===== src/rtl/mmuart_rx_fifo.sv =====
// 8N1 serial receiver for the MMUART_1_TXD stream feeding a first-word-fall-through byte FIFO.
// Sticky FRAME_ERR/OVERRUN flags are cleared by CLR_ERR.
`timescale 1ns/1ps
module mmuart_rx_fifo #(
    parameter int unsigned CLKS_PER_BIT = 434,
    parameter int unsigned FIFO_DEPTH   = 16
) (
    input  logic                          CLK,
    input  logic                          RESET_N,
    input  logic                          RXD,
    input  logic                          RD_EN,
    input  logic                          CLR_ERR,
    output logic [7:0]                    RD_DATA,
    output logic                          EMPTY,
    output logic                          FULL,
    output logic [$clog2(FIFO_DEPTH):0]   COUNT,
    output logic                          FRAME_ERR,
    output logic                          OVERRUN
);

    localparam int unsigned AW   = $clog2(FIFO_DEPTH);
    localparam int unsigned CW   = $clog2(CLKS_PER_BIT);
    localparam int unsigned HALF = CLKS_PER_BIT / 2;

    typedef enum logic [1:0] {
        IDLE  = 2'd0,
        START = 2'd1,
        DATA  = 2'd2,
        STOP  = 2'd3
    } rx_state_t;

    // Two-flop synchronizer; the valid shifter marks when the sync output reflects real RXD
    logic       rxd_meta;
    logic       rxd_sync;
    logic [1:0] sync_vld_sr;
    logic       sync_vld;

    always_ff @(posedge CLK or negedge RESET_N) begin
        if (!RESET_N) begin
            rxd_meta    <= 1'b1;
            rxd_sync    <= 1'b1;
            sync_vld_sr <= 2'b00;
        end else begin
            rxd_meta    <= RXD;
            rxd_sync    <= rxd_meta;
            sync_vld_sr <= {sync_vld_sr[0], 1'b1};
        end
    end

    assign sync_vld = sync_vld_sr[1];

    rx_state_t       state;
    rx_state_t       state_nxt;
    logic [CW-1:0]   bit_cnt;
    logic [CW-1:0]   bit_cnt_nxt;
    logic [2:0]      bit_idx;
    logic [2:0]      bit_idx_nxt;
    logic [7:0]      shift;
    logic [7:0]      shift_nxt;
    logic            armed;
    logic            armed_nxt;
    logic            wr_req;
    logic            wr_req_nxt;
    logic            fe_set;

    always_ff @(posedge CLK or negedge RESET_N) begin
        if (!RESET_N) begin
            state   <= IDLE;
            bit_cnt <= '0;
            bit_idx <= '0;
            shift   <= '0;
            armed   <= 1'b0;
            wr_req  <= 1'b0;
        end else begin
            state   <= state_nxt;
            bit_cnt <= bit_cnt_nxt;
            bit_idx <= bit_idx_nxt;
            shift   <= shift_nxt;
            armed   <= armed_nxt;
            wr_req  <= wr_req_nxt;
        end
    end

    // A start needs the line seen high while idle, so a held-low line never retriggers
    always_comb begin
        state_nxt   = state;
        bit_cnt_nxt = CW'(bit_cnt + CW'(1));
        bit_idx_nxt = bit_idx;
        shift_nxt   = shift;
        armed_nxt   = armed;
        wr_req_nxt  = 1'b0;
        fe_set      = 1'b0;
        case (state)
            IDLE: begin
                bit_cnt_nxt = '0;
                if (sync_vld && rxd_sync) begin
                    armed_nxt = 1'b1;
                end else if (armed && !rxd_sync) begin
                    armed_nxt = 1'b0;
                    state_nxt = START;
                end
            end
            START: begin
                if (bit_cnt == CW'(HALF - 1)) begin
                    bit_cnt_nxt = '0;
                    bit_idx_nxt = '0;
                    state_nxt   = rxd_sync ? IDLE : DATA;
                end
            end
            DATA: begin
                if (bit_cnt == CW'(CLKS_PER_BIT - 1)) begin
                    bit_cnt_nxt = '0;
                    shift_nxt   = {rxd_sync, shift[7:1]};
                    bit_idx_nxt = 3'(bit_idx + 3'd1);
                    if (bit_idx == 3'd7) begin
                        state_nxt = STOP;
                    end
                end
            end
            STOP: begin
                if (bit_cnt == CW'(CLKS_PER_BIT - 1)) begin
                    bit_cnt_nxt = '0;
                    state_nxt   = IDLE;
                    if (rxd_sync) begin
                        wr_req_nxt = 1'b1;
                    end else begin
                        fe_set = 1'b1;
                    end
                end
            end
            default: begin
                state_nxt = IDLE;
            end
        endcase
    end

    // FIFO: pointers wrap naturally at AW bits, flags derive from the occupancy counter
    logic [7:0]    mem [FIFO_DEPTH];
    logic [AW-1:0] wr_ptr;
    logic [AW-1:0] rd_ptr;
    logic [AW:0]   count;
    logic          pop;
    logic          push;
    logic          ovr_set;

    assign EMPTY   = (count == '0);
    assign FULL    = (count == (AW+1)'(FIFO_DEPTH));
    assign COUNT   = count;
    assign pop     = RD_EN && !EMPTY;
    assign push    = wr_req && (!FULL || pop);
    assign ovr_set = wr_req && FULL && !pop;
    assign RD_DATA = EMPTY ? 8'h00 : mem[rd_ptr];

    always_ff @(posedge CLK) begin
        if (push) begin
            mem[wr_ptr] <= shift;
        end
    end

    always_ff @(posedge CLK or negedge RESET_N) begin
        if (!RESET_N) begin
            wr_ptr <= '0;
            rd_ptr <= '0;
            count  <= '0;
        end else begin
            if (push) begin
                wr_ptr <= AW'(wr_ptr + AW'(1));
            end
            if (pop) begin
                rd_ptr <= AW'(rd_ptr + AW'(1));
            end
            case ({push, pop})
                2'b10:   count <= (AW+1)'(count + (AW+1)'(1));
                2'b01:   count <= (AW+1)'(count - (AW+1)'(1));
                default: count <= count;
            endcase
        end
    end

    // Sticky error flags; a set in the same cycle as CLR_ERR wins
    always_ff @(posedge CLK or negedge RESET_N) begin
        if (!RESET_N) begin
            FRAME_ERR <= 1'b0;
            OVERRUN   <= 1'b0;
        end else begin
            if (fe_set) begin
                FRAME_ERR <= 1'b1;
            end else if (CLR_ERR) begin
                FRAME_ERR <= 1'b0;
            end
            if (ovr_set) begin
                OVERRUN <= 1'b1;
            end else if (CLR_ERR) begin
                OVERRUN <= 1'b0;
            end
        end
    end

endmodule


===== config.mk =====
export PLATFORM = sky130hd
export DESIGN_NAME = mmuart_rx_fifo
export DESIGN_NICKNAME = d
export VERILOG_FILES = /design/src/rtl/mmuart_rx_fifo.sv
export SDC_FILE = /design/constraint.sdc
export NUM_CORES = 1
export LEC_CHECK = 0
export BUFFER_PORTS_ARGS = -buffer_cell sky130_fd_sc_hd__buf_2
export CAP_MARGIN = 20
export CORE_MARGIN = 3
export CORE_UTILIZATION = 59
export CTS_CLUSTER_DIAMETER = 120
export DETAILED_ROUTE_END_ITERATION = 7
export GPL_TIMING_DRIVEN = 0
export PLACE_DENSITY = 0.77
export SETUP_SLACK_MARGIN = 0.5
export SYNTH_ARGS = -nofsm -noshare
export SYNTH_HDL_FRONTEND = slang
export SYNTH_SLANG_ARGS = --single-unit

===== constraint.sdc =====
create_clock -name CLK -period 3.94 [get_ports CLK]
set_input_delay 0.591 -clock CLK [delete_from_list [all_inputs] [get_ports CLK]]
set_output_delay 0.591 -clock CLK [all_outputs]
set_load 0.1 [all_outputs]

* After elaboration in Yosys (flattened, before gate mapping)
Memory sizes are Yosys's and may differ from the RTL's.
Index checks and enable logic that the tools add are counted.
** Word-level totals
- Register bits :: 43
- Bits in writable memories :: 128
- Input bits :: 5
- Word-level logic and storage cells :: 88
- Memories kept :: 1
- Output and inout port bits :: 17
** Memories
- mem :: words 16, width 8, read ports 1, clocked after memory_dff 0, write ports 1, line 138 : logic [7:0] mem [FIFO_DEPTH];
** Cells by class
- $add $sub $neg :: 6
- Muxes and demuxes :: 29
- Eq/ne operators :: 15
- Reductions and logical operators :: 23
** Operators by type and width (count)
- 9-bit one-hot mux with 3 select lines :: 1
- 9-bit two-way mux :: 2
- 2-bit two-way mux :: 7
- 1-bit two-way mux :: 13
- 2-bit inequality test (second input constant) :: 6
- 5-bit one-hot mux with 2 select lines :: 1
- 2-bit nonzero test :: 5
- 9-bit by 1-bit adder with 9-bit output (second input constant) :: 1
- 9-bit by 8-bit == test with 1-bit output (second input constant) :: 1
- 9-bit == test (second input constant) :: 1
- 4-bit by 1-bit adder with 4-bit output (second input constant) :: 2
- 8-bit two-way mux :: 1
- 2-bit one-hot mux with 4 select lines :: 1
- 2-bit == test (second input constant) :: 3
- 1-bit logical AND :: 6
- 3-bit two-way mux :: 2
- 3-bit one-hot mux with 2 select lines :: 1
- 6-bit AND reduction :: 1
- 5-bit by 1-bit adder with 5-bit output (second input constant) :: 1
- 5-bit == test (second input constant) :: 1
- 5-bit logical NOT :: 1
- 5-bit by 1-bit subtractor with 5-bit output (second input constant) :: 1
- 2-bit by 1-bit == test with 1-bit output (second input constant) :: 2
- 1-bit logical NOT :: 4
- other kinds (7) :: 8

* Depth between registers and ports, before layout
Gate-level depths: netlist (run 1).
- Word-level depth :: 7
- Gate-level depth with buffers :: 9

* Worst setup path before layout (run 1)
No wires, ideal clock.
- Kind :: reg-to-output
- Start point :: reg count[2] (netlist: COUNT[2])
- End point :: out RD_DATA[0]
- Setup slack :: -0.102 ns
- Data required time :: 3.349 ns
- Arrival :: 3.451 ns
- Stages on the path, launching flop included :: 6
- Cell sequence :: dfrtp_1 or4_4 nor2_4 or2_2 buf_2 o22ai_1
** Between the ends
- Longest elaborated chain between the ends :: 2
** Ends and longest elaborated chain
- from (decl) :: line 141 : logic [AW:0] count;
- from (signal assigned) :: line 173 : 2'b10: count <= (AW+1)'(count + (AW+1)'(1));
- from (signal assigned) :: line 174 : 2'b01: count <= (AW+1)'(count - (AW+1)'(1));
- from (signal assigned) :: line 175 : default: count <= count;
- 5-bit logical NOT :: line 146 : assign EMPTY = (count == '0);
- named net EMPTY :: line 14 : output logic EMPTY,
- 8-bit two-way mux :: line 152 : assign RD_DATA = EMPTY ? 8'h00 : mem[rd_ptr];
- to (decl) :: line 13 : output logic [7:0] RD_DATA,
The timed path passes the listed nets, and every way through them passes these cells.

* Final worst setup path (run 1)
- Start point :: reg rd_ptr[0]
- End point :: out RD_DATA[0]
** Between the ends
- Longest elaborated chain between the ends :: 2
** Ends and longest elaborated chain
- from (decl) :: line 140 : logic [AW-1:0] rd_ptr;
- from (signal assigned) :: line 170 : rd_ptr <= AW'(rd_ptr + AW'(1));
- memory read 16 x 8 bit
- 8-bit two-way mux :: line 152
Every way passes these cells.

==> metrics.csv, run 1 <==
stage;metric;value;unit
outcome;status;finished clean;
global_routing;initial antenna violation count;0;
placed_design;DP HPWL;8.44;mm
logic_synthesis;Yosys top cell area share;54.5;%
power;Sw Ratio;18.5;%
floorplan;Die Y;115;um
timing;post-route minimum period;3.25;ns
finish;Non-Filler Instances;606;
power;Sequential Power Share;54.0;%
floorplan;chip width;115;um
clock_network;H-tree levels;4;
logic_synthesis;Synth Register Bits;171;
finish;synthesis-to-layout area growth;13.9;%
finish;share of cells above drive strength 1;28.1;%
worst_setup_path;critical path fanouts, max;10;
floorplan;Die Outline Area;13300;um^2
power;Logic pwr share;1.5;%
floorplan;Boundary Pins;22;
logic_synthesis;most common cell in the netlist;edfxtp_1;
timing;Final Hold Vio Count;0;
clock_network;CTS tree;built;
timing;Fin Setup TNS;0;ns
timing;final worst slack;0.694;ns
drt;DR pass1 iterations;5;
drt;Vias/cell;6.16;
worst_setup_path;WP data arrival;2.66;ns
drt;drc violations;0;
worst_setup_path;CP startpoint kind;flip-flop;
placed_design;port buffer count;21;
worst_setup_path;biggest cell delay along the critical path;0.56;ns
global_routing;Tot GR Track Use;21.9;%
logic_synthesis;Synth cell types;52;
timing;Final Max Tran Viols;0;
power;Int Pwr;2.92;mW
timing;Slew headroom;38.8;%
finish;Ant. Diodes;0;
timing;Worst-Margin Slew;0.918;ns
clock_network;clk_lat worst skew;0.41;ns
power;IR drop worst, VDD;0.267;mV
clock_network;clock slew at reported path FFs;0.06;ns
global_routing;first-pass GRT wire length;21.0;mm
worst_setup_path;Worst setup EP type;output pin;
drt;drt initial violations;366;
placed_design;dpl cells;574;
power;Design Power;3.58;mW
power;NetSw;0.662;mW
clock_network;Max clock buf depth;2;
clock_network;CTS Hold Bufs;0;
logic_synthesis;post-synthesis cell count;406;
global_routing;GRT overflow;0;
hold_path;worst min path class;in -> reg;
timing;# setup viols final;0;
logic_synthesis;commonest register cell after synthesis;edfxtp_1;
clock_network;CTS Buf Count;17;
drt;Vias;3731;
logic_synthesis;Syn Nets;423;
worst_setup_path;CP max stage cell;mux4_2;
logic_synthesis;ys async rst share;25.1;%
logic_synthesis;ranking of synthesized cells by area;edfxtp_1 55%, dfrtp_1 15%, mux4_2 10%;
placed_design;routability cong.;0.763;
timing;Clock Skews;0.00480;ns
floorplan;core area;11600;um^2
drt;Post-DRT Antenna Nets;0;
worst_setup_path;Most common cell on crit path;buf_2;
drt;Total Routed Length;13.3;mm
logic_synthesis;dominant cell type by area after synthesis;edfxtp_1;
logic_synthesis;number of enable flip-flop cells after synthesis;128;
timing;crit share post-route;82.4;%
finish;Layout Nets;467;
power;Static Leak;3.21;nW
clock_network;Root Driver;clkbuf_16;
power;PwrDens;446;nW/um^2
worst_setup_path;crit-path cells;buf_2 -> buf_2 -> mux4_2 -> mux2i_1 -> o22ai_2 -> buf_2;
floorplan;row cnt;39;
finish;Filler Cell Count;722;
logic_synthesis;register area share after synthesis;69.8;%
logic_synthesis;Commonest cells post-synth;128 x edfxtp_1, 41 x dfrtp_1, 32 x mux4_2;
power;clock power share;44.5;%
logic_synthesis;yosys warns;0;
clock_network;TritonCTS Sinks;171;
timing;highest clock rate;308;MHz
logic_synthesis;post-synthesis instance area;7050;um^2
global_routing;number of global-route vias before repair;3777;
logic_synthesis;post-synthesis area per instance;17.4;um^2
global_routing;pin count of the biggest net entering global routing;44;
floorplan;Starting Density;61.0;%
timing;RSZ-0062 raised after global routing;false;
worst_setup_path;crit path kind;reg -> out;
placed_design;Setup WS pre-CTS;0.859;ns
drt;Avg WL per Cell;22.0;um
run;maximum capacitance violations;0;
worst_setup_path;CP required;3.35;ns
==> worst max-delay path: cells and delay by family (launching register included) <==
kind | cells | cell delay, ns
AOI/OAI and AO/OA | 1 | 0.12
buffers and inverters | 3 | 0.93
DFF | 1 | 0.34
muxes | 2 | 0.85
==> cells by family after synthesis <==
family                   Yosys count  share of synthesized area, %
AO/OA/AOI/OAI                     37                          3.67
AND/OR/NAND/NOR                   74                          5.73
other                              1                        0.0532
flip-flops                       171                          69.8
multiplexers                      61                          14.5
XOR/XNOR                          17                          2.11
buffers and inverters             33                          2.01
adder cells (fa/ha/maj)           12                          2.13
==> per-layer routing <==
metal  global-route usage, %  wire length, um  up-vias  part of all wire [%]
met5                       0                0        -                     0
met2                    34.1             6530      145                    49
met4                    9.47              363        0                   2.7
met1                    29.6             5570     1900                    42
li1                        -                -     1658                     -
met3                    5.79              875       28                   6.6
==> through the flow <==
step,hold slack (ns),util (%),area (um^2)
after floorplan,0.295,-,7100
after detailed placement,0.341,64.3,7440
after global routing,0.260,69.4,8030
after global placement,0.338,63.9,7390
after CTS,0.259,69.4,8030
final,0.275,69.4,8030
==> repair_timing <==
action	in CTS	in global routing
pin swaps	0	0
buffers inserted	0	0
cloned	0	0
hold endpoints to repair	0	0
resized for setup	2	3
setup endpoints to repair	7	4
==> worst paths after layout <==
check | to | cells past startpoint | slack, ns | start
max | RD_DATA[0] | 6 | 0.69 | rd_ptr[0]
min | rxd_meta | 1 | 0.28 | RXD
max reg2reg | mem[11][1] | 6 | 1.28 | COUNT[1]
min reg2reg | sync_vld_sr[1] | 0 | 0.35 | sync_vld_sr[0]
max in group asynchronous | COUNT[1] | 1 | 3.01 | RESET_N
min in group asynchronous | COUNT[1] | 1 | 0.31 | RESET_N
==> power by group through the flow <==
stage	sequential, mW	combinational, mW	clock, mW
4_1_cts	1.93	0.0535	1.62
2_1_floorplan	1.97	0.0329	0
3_3_place_gp	1.97	0.0518	0
3_5_place_dp	1.97	0.0526	0
6_report	1.93	0.0526	1.59
5_1_grt	1.93	0.0618	1.68
==> cells in the final DEF (no fill, tap or decap), types with 3 or more instances in the layout <==
cell,Yosys,final
o21ai_0,4,4
a21oi_1,3,3
clkbuf_8,0,4
nand2_1,13,13
and2_1,8,8
inv_1,15,15
nand3_1,5,5
xor2_1,6,6
clkbuf_1,6,8
a31oi_1,3,3
ha_1,12,12
buf_2,8,29
nor4_2,0,4
o22ai_2,0,8
nor2_1,20,20
clkbuf_2,0,3
mux2i_1,21,21
mux2_2,8,8
clkbuf_16,0,18
dfrtp_1,41,40
nand2b_1,3,3
buf_4,0,4
mux4_2,32,32
and3_1,3,3
edfxtp_1,128,128
xnor2_1,11,11
clkinv_2,0,4
==> sequential cells by signal, summed over array words and instances, names as in the netlist, named ones only <==
signal / cells
wr_ptr: 4
rxd_sync: 1
wr_req: 1
bit_cnt: 9
state: 1
COUNT: 5
bit_idx: 3
rxd_meta: 1
mem: 128
shift: 8
OVERRUN: 1
rd_ptr: 4
sync_vld_sr: 2
FRAME_ERR: 1
armed: 1
==> cell type report <==
| type | count | area, um^2 | share of cell area [%] |
|---|---|---|---|
| Buffer | 18 | 88.8 | 1.11 |
| Clock buffer | 26 | 520 | 6.48 |
| Clock inverter | 6 | 58.8 | 0.733 |
| Inverter | 15 | 56.3 | 0.701 |
| Multi-Input combinational cell | 202 | 2070 | 25.7 |
| Sequential cell | 171 | 4920 | 61.3 |
| Tap cell | 143 | 179 | 2.23 |
| Timing Repair Buffer | 25 | 135 | 1.68 |
Power figures use the tool's default switching activity.
==> run 2: changes to the inputs <==
- CORE_UTILIZATION: 59 -> 55
- PLACE_DENSITY: 0.77 -> 0.76
- clock period: 3.94 -> 2.8 ns (I/O delays scaled with it)
==> run 2 against run 1 <==
Compared with the run above: routed wire length grew 5.2%; count of clock-buffer cells in the layout up 2; clock power grew 52%; non-clock buffer count grew 17; setup slack lost 0.52 ns; total power is 45% higher; cell area up 9.5%; first-iteration DRC count shrank 6.3%; global-route usage shrank 0.28 points; core utilization is 2.3 points higher; combinational power is 46% higher; critical endpoint is now RD_DATA[2]; largest power group unchanged.
==> metrics.csv, run 2 (synthesized netlist as in run 1, its figures left out) <==
stage;metric;value;unit
finish;synthesis-to-layout area growth;24.6;%
worst_setup_path;family with the most delay on the worst path;simple AND/OR/NAND/NOR gates;
worst_setup_path;CP required;2.38;ns
finish;share of cells above drive strength 1;38.3;%
worst_setup_path;crit-path cells;buf_6 -> or4_4 -> nor2_4 -> or2_4 -> buf_12 -> o22ai_4 -> buf_8;
floorplan;row cnt;40;
drt;drt initial violations;343;
global_routing;first-pass GRT wire length;22.4;mm
drt;Total Routed Length;14.0;mm
finish;max reg flops;128;
clock_network;CTS Hold Bufs;0;
power;IR drop worst, VDD;0.505;mV
power;Static Leak;3.40;nW
finish;Biggest register;mem;
clock_network;CTS tree;built;
finish;fin area;8790;um^2
placed_design;Area after DPL;7560;um^2
finish;most frequent cells in the layout;128 x edfxtp_1, 36 x dfrtp_1, 32 x mux4_2;
floorplan;core area;12300;um^2
global_routing;Tot GR Track Use;21.6;%
clock_network;CTS Buf Count;17;
worst_setup_path;critical path fanouts, max;8;
timing;Fin Setup TNS;0;ns
worst_setup_path;Bufs and invs on worst path;3;
timing;Final Hold Vio Count;0;
timing;crit share post-route;93.9;%
placed_design;routability cong.;0.798;
floorplan;chip width;119;um
drt;Avg WL per Cell;21.7;um
outcome;status;finished clean;
floorplan;Boundary Pins;22;
timing;Clock Skews;0.00812;ns
drt;Post-DRT Antenna Nets;0;
floorplan;Die Y;119;um
finish;Sequential Area;4930;um^2
global_routing;initial antenna violation count;0;
finish;Final Util;71.7;%
worst_setup_path;crit path kind;reg -> out;
worst_setup_path;WP data arrival;2.21;ns
finish;Largest regs;mem: 128 flops, bit_cnt: 9 flops, shift: 8 flops;
finish;Filler Cell Count;735;
timing;Worst-Margin Slew;0.947;ns
drt;Vias/cell;5.81;
power;Design Power;5.20;mW
global_routing;number of global-route vias before repair;3914;
floorplan;Starting Density;57.5;%
timing;Slew headroom;36.8;%
worst_setup_path;biggest cell delay along the critical path;0.48;ns
drt;Vias;3764;
hold_path;worst min path class;in -> reg;
finish;commonest non-fill, non-tap cell in the layout;edfxtp_1;
timing;# setup viols final;0;
clock_network;Max clock buf depth;2;
run;maximum capacitance violations;0;
drt;DR pass1 iterations;4;
finish;Ant. Diodes;0;
global_routing;pin count of the biggest net entering global routing;44;
clock_network;H-tree levels;4;
power;PwrDens;592;nW/um^2
timing;RSZ-0062 raised after global routing;true;
clock_network;TritonCTS Sinks;171;
timing;highest clock rate;380;MHz
timing;post-route minimum period;2.63;ns
finish;Layout Nets;484;
timing;Final Max Tran Viols;0;
clock_network;clock slew at reported path FFs;0.06;ns
placed_design;DP HPWL;8.23;mm
global_routing;GRT overflow;0;
worst_setup_path;Worst setup EP type;output pin;
worst_setup_path;CP max stage cell;or4_4;
clock_network;Root Driver;clkbuf_16;
finish;multi-input logic area;2370;um^2
drt;drc violations;0;
clock_network;clk_lat worst skew;0.42;ns
floorplan;Die Outline Area;14200;um^2
worst_setup_path;CP startpoint kind;flip-flop;
placed_design;port buffer count;21;
run 2: routing by layer:
layer  GRT usage (%)  wire length, um
met5               0                0
met4            7.97              257
met3            5.18              875
met2            34.9             7160
met1            28.9             5740
run 2: final timing paths:
kind                          start  cells after the start         end  slack, ns
setup / recovery           COUNT[1]                      7  RD_DATA[2]       0.17
hold / removal                  RXD                      1    rxd_meta        0.1
setup reg to reg           COUNT[1]                     10    COUNT[4]       0.42
hold reg to reg            rxd_meta                      0    rxd_sync       0.36
max in group asynchronous   RESET_N                      1    COUNT[1]       1.96
min in group asynchronous   RESET_N                      1  bit_cnt[3]       0.15
run 2: what timing repair did:
| action | in CTS | in global routing |
|---|---|---|
| resized for setup | 99 | 10 |
| setup endpoints to repair | 109 | 125 |
| buffers inserted | 11 | 6 |
| pin swaps | 6 | 3 |
run 2: report_power, final:
group	leakage [nW]	switching, mW	internal, mW	total [mW]
registers	2.06	0.00801	2.71	2.72
logic	1.03	0.0519	0.0251	0.0770
clock network	0.316	0.901	1.51	2.41
total	3.40	0.961	4.24	5.20
run 2: through the flow:
stage                     hold slack [ns]  setup WS, ns  instances
after floorplan                     0.124        -0.137        406
after global placement              0.338       -0.0998        595
after detailed placement            0.349        -0.127        595
after CTS                          0.0788         0.165        638
after global routing               0.0721         0.109        648
final                              0.0965         0.171        648
run 2: final cells by class:
| cell class | instances | share of cell area, % |
|---|---|---|
| Multi-Input combinational cell | 202 | 27.0 |
| Clock inverter | 4 | 0.513 |
| Buffer | 18 | 1.94 |
| Clock buffer | 28 | 6.62 |
| Timing Repair Buffer | 42 | 4.77 |
| Sequential cell | 171 | 56.1 |
| Inverter | 15 | 0.683 |
| Tap cell | 168 | 2.39 |
==> run 3: changes to the inputs <==
- RECOVER_POWER: unset -> 25
==> run 3 against run 2 <==
Compared with the run above: the flow now finishes with violations (max-capacitance violations, max-slew violations); register-to-register slack is essentially flat; cell area is essentially flat; total power is essentially flat; sequential power is essentially flat; cell count is the same; setup slack is essentially flat; sequential share of layout area is essentially flat; via count is the same; count of clock-buffer cells in the layout is the same; critical path depth is the same; sequential cell count is the same; critical endpoint unchanged.
==> metrics.csv, run 3 (synthesized netlist as in run 1, its figures left out) <==
stage;metric;value;unit
hold_path;origin of the worst min-delay path;RXD;
drt;drt initial violations;343;
drt;DR pass1 iterations;4;
placed_design;routability cong.;0.798;
global_routing;pin count of the biggest net entering global routing;44;
worst_setup_path;CP startpoint kind;flip-flop;
global_routing;GRT overflow;0;
global_routing;met3 global-route usage;5.18;%
floorplan;Die Y;119;um
finish;Largest regs;mem: 128 flops, bit_cnt: 9 flops, shift: 8 flops;
clock_network;Max clock buf depth;2;
worst_setup_path;Worst setup EP type;output pin;
clock_network;H-tree levels;4;
floorplan;core area;12300;um^2
finish;share of cells above drive strength 1;38.1;%
timing;Slew headroom;-51.8;%
floorplan;row cnt;40;
floorplan;Die Outline Area;14200;um^2
clock_network;CTS Buf Count;17;
drt;Total Routed Length;14.0;mm
power;IR drop worst, VDD;0.505;mV
timing;# setup viols final;0;
global_routing;Tot GR Track Use;21.6;%
power;PwrDens;592;nW/um^2
global_routing;first-pass GRT wire length;22.4;mm
drt;Vias;3764;
clock_network;clk_lat worst skew;0.42;ns
finish;Biggest register;mem;
drt;Vias/cell;5.81;
run;maximum capacitance violations;1;
clock_network;Root Driver;clkbuf_16;
placed_design;DP HPWL;8.23;mm
timing;Clock Skews;0.00812;ns
worst_setup_path;crit path kind;reg -> out;
hold_path;worst min path class;in -> reg;
placed_design;Setup WS pre-CTS;-0.127;ns
timing;final worst slack;0.171;ns
timing;Final Hold Vio Count;0;
timing;Final Max Tran Viols;44;
outcome;status;finished, violations left;
finish;commonest non-fill, non-tap cell in the layout;edfxtp_1;
finish;max reg flops;128;
finish;Layout Nets;484;
finish;most frequent cells in the layout;128 x edfxtp_1, 36 x dfrtp_1, 32 x mux4_2;
clock_network;clock slew at reported path FFs;0.06;ns
timing;post-route minimum period;2.63;ns
timing;highest clock rate;380;MHz
timing;RSZ-0062 raised after global routing;true;
worst_setup_path;reg2reg start;COUNT[1];
drt;Avg WL per Cell;21.7;um
worst_setup_path;WP data arrival;2.21;ns
timing;crit share post-route;93.9;%
floorplan;chip width;119;um
global_routing;busiest layer in global routing;met2;
outcome;failing checks;max-capacitance violations, max-slew violations;
worst_setup_path;critical path fanouts, max;8;
drt;drc violations;0;
timing;Hold WS;0.0965;ns
clock_network;CTS tree;built;
power;Static Leak;3.40;nW
floorplan;Boundary Pins;22;
worst_setup_path;beginning of the critical path;COUNT[1];
global_routing;number of global-route vias before repair;3914;
finish;Filler Cell Count;733;
global_routing;GR Layer Usage met2;34.9;%
drt;Post-DRT Antenna Nets;0;
placed_design;Area after DPL;7560;um^2
finish;Ant. Diodes;0;
placed_design;port buffer count;21;
global_routing;initial antenna violation count;0;
timing;Worst-Margin Slew;2.28;ns
finish;synthesis-to-layout area growth;24.6;%
clock_network;TritonCTS Sinks;171;
finish;fin area;8790;um^2
worst_setup_path;CP required;2.38;ns
global_routing;GR Util met1;28.9;%
floorplan;Starting Density;57.5;%
## run 3: cell count changes in the layout (fill, tap and decap cells not counted)
| cell | delta |
|---|---|
| buf_2 | -1 |
| clkbuf_1 | +1 |
## run 3: where the power goes
part	switching, mW	internal, mW
clock	0.901	1.51
sequential	0.00801	2.71
combinational	0.0519	0.0249
## run 3: repair_timing
item / in CTS / in global routing
resized for setup: 99 / 10
hold buffers: 0 / 0
pin swaps: 6 / 3
setup endpoints to repair: 109 / 125
buffers inserted: 11 / 6
## run 3: through the flow
step                util [%]  setup TNS [ns]  cells  total power, mW
global placement        61.6          -0.327    595             2.84
global route            71.7               0    648             5.35
finish                  71.7               0    648             5.20
floorplan                  -           -1.09    406             2.82
detailed placement      61.6          -0.482    595             2.85
CTS                     70.9               0    638             5.22
## run 3: layout make-up
| cell class | instances | area (um^2) | share of cell area, % |
|---|---|---|---|
| timing repair buffer | 42 | 418 | 4.76 |
| inverter | 15 | 60.1 | 0.683 |
| clock buffer | 28 | 582 | 6.62 |
| sequential | 171 | 4930 | 56.1 |
| buffer | 18 | 170 | 1.94 |
| multi-input combinational | 202 | 2370 | 27.0 |
| clock inverter | 4 | 45.0 | 0.513 |
| tap | 168 | 210 | 2.39 |
## run 3: per-layer routing
metal	up-vias	routed length [um]
li1	1699	-
met1	1933	5740
met2	114	7160
met3	18	875
met4	0	257
met5	-	0
## run 3: path summary, 6_finish.rpt
kind	endpoint	slack [ns]	depth (start not counted)
min in group asynchronous	bit_cnt[3]	0.68	1
setup reg to reg	COUNT[4]	0.42	10
setup / recovery	RD_DATA[2]	0.17	7
hold / removal	rxd_meta	0.1	1
hold reg to reg	rxd_sync	0.36	0
max in group asynchronous	COUNT[1]	0.52	1
## run 3: worst max-delay path, cell delays in order, from the launching register on
cell     delay, ns
dfrtp_4       0.47
buf_6         0.12
or4_4         0.48
nor2_4        0.12
or2_4         0.15
buf_12        0.16
o22ai_4       0.09
buf_8         0.18
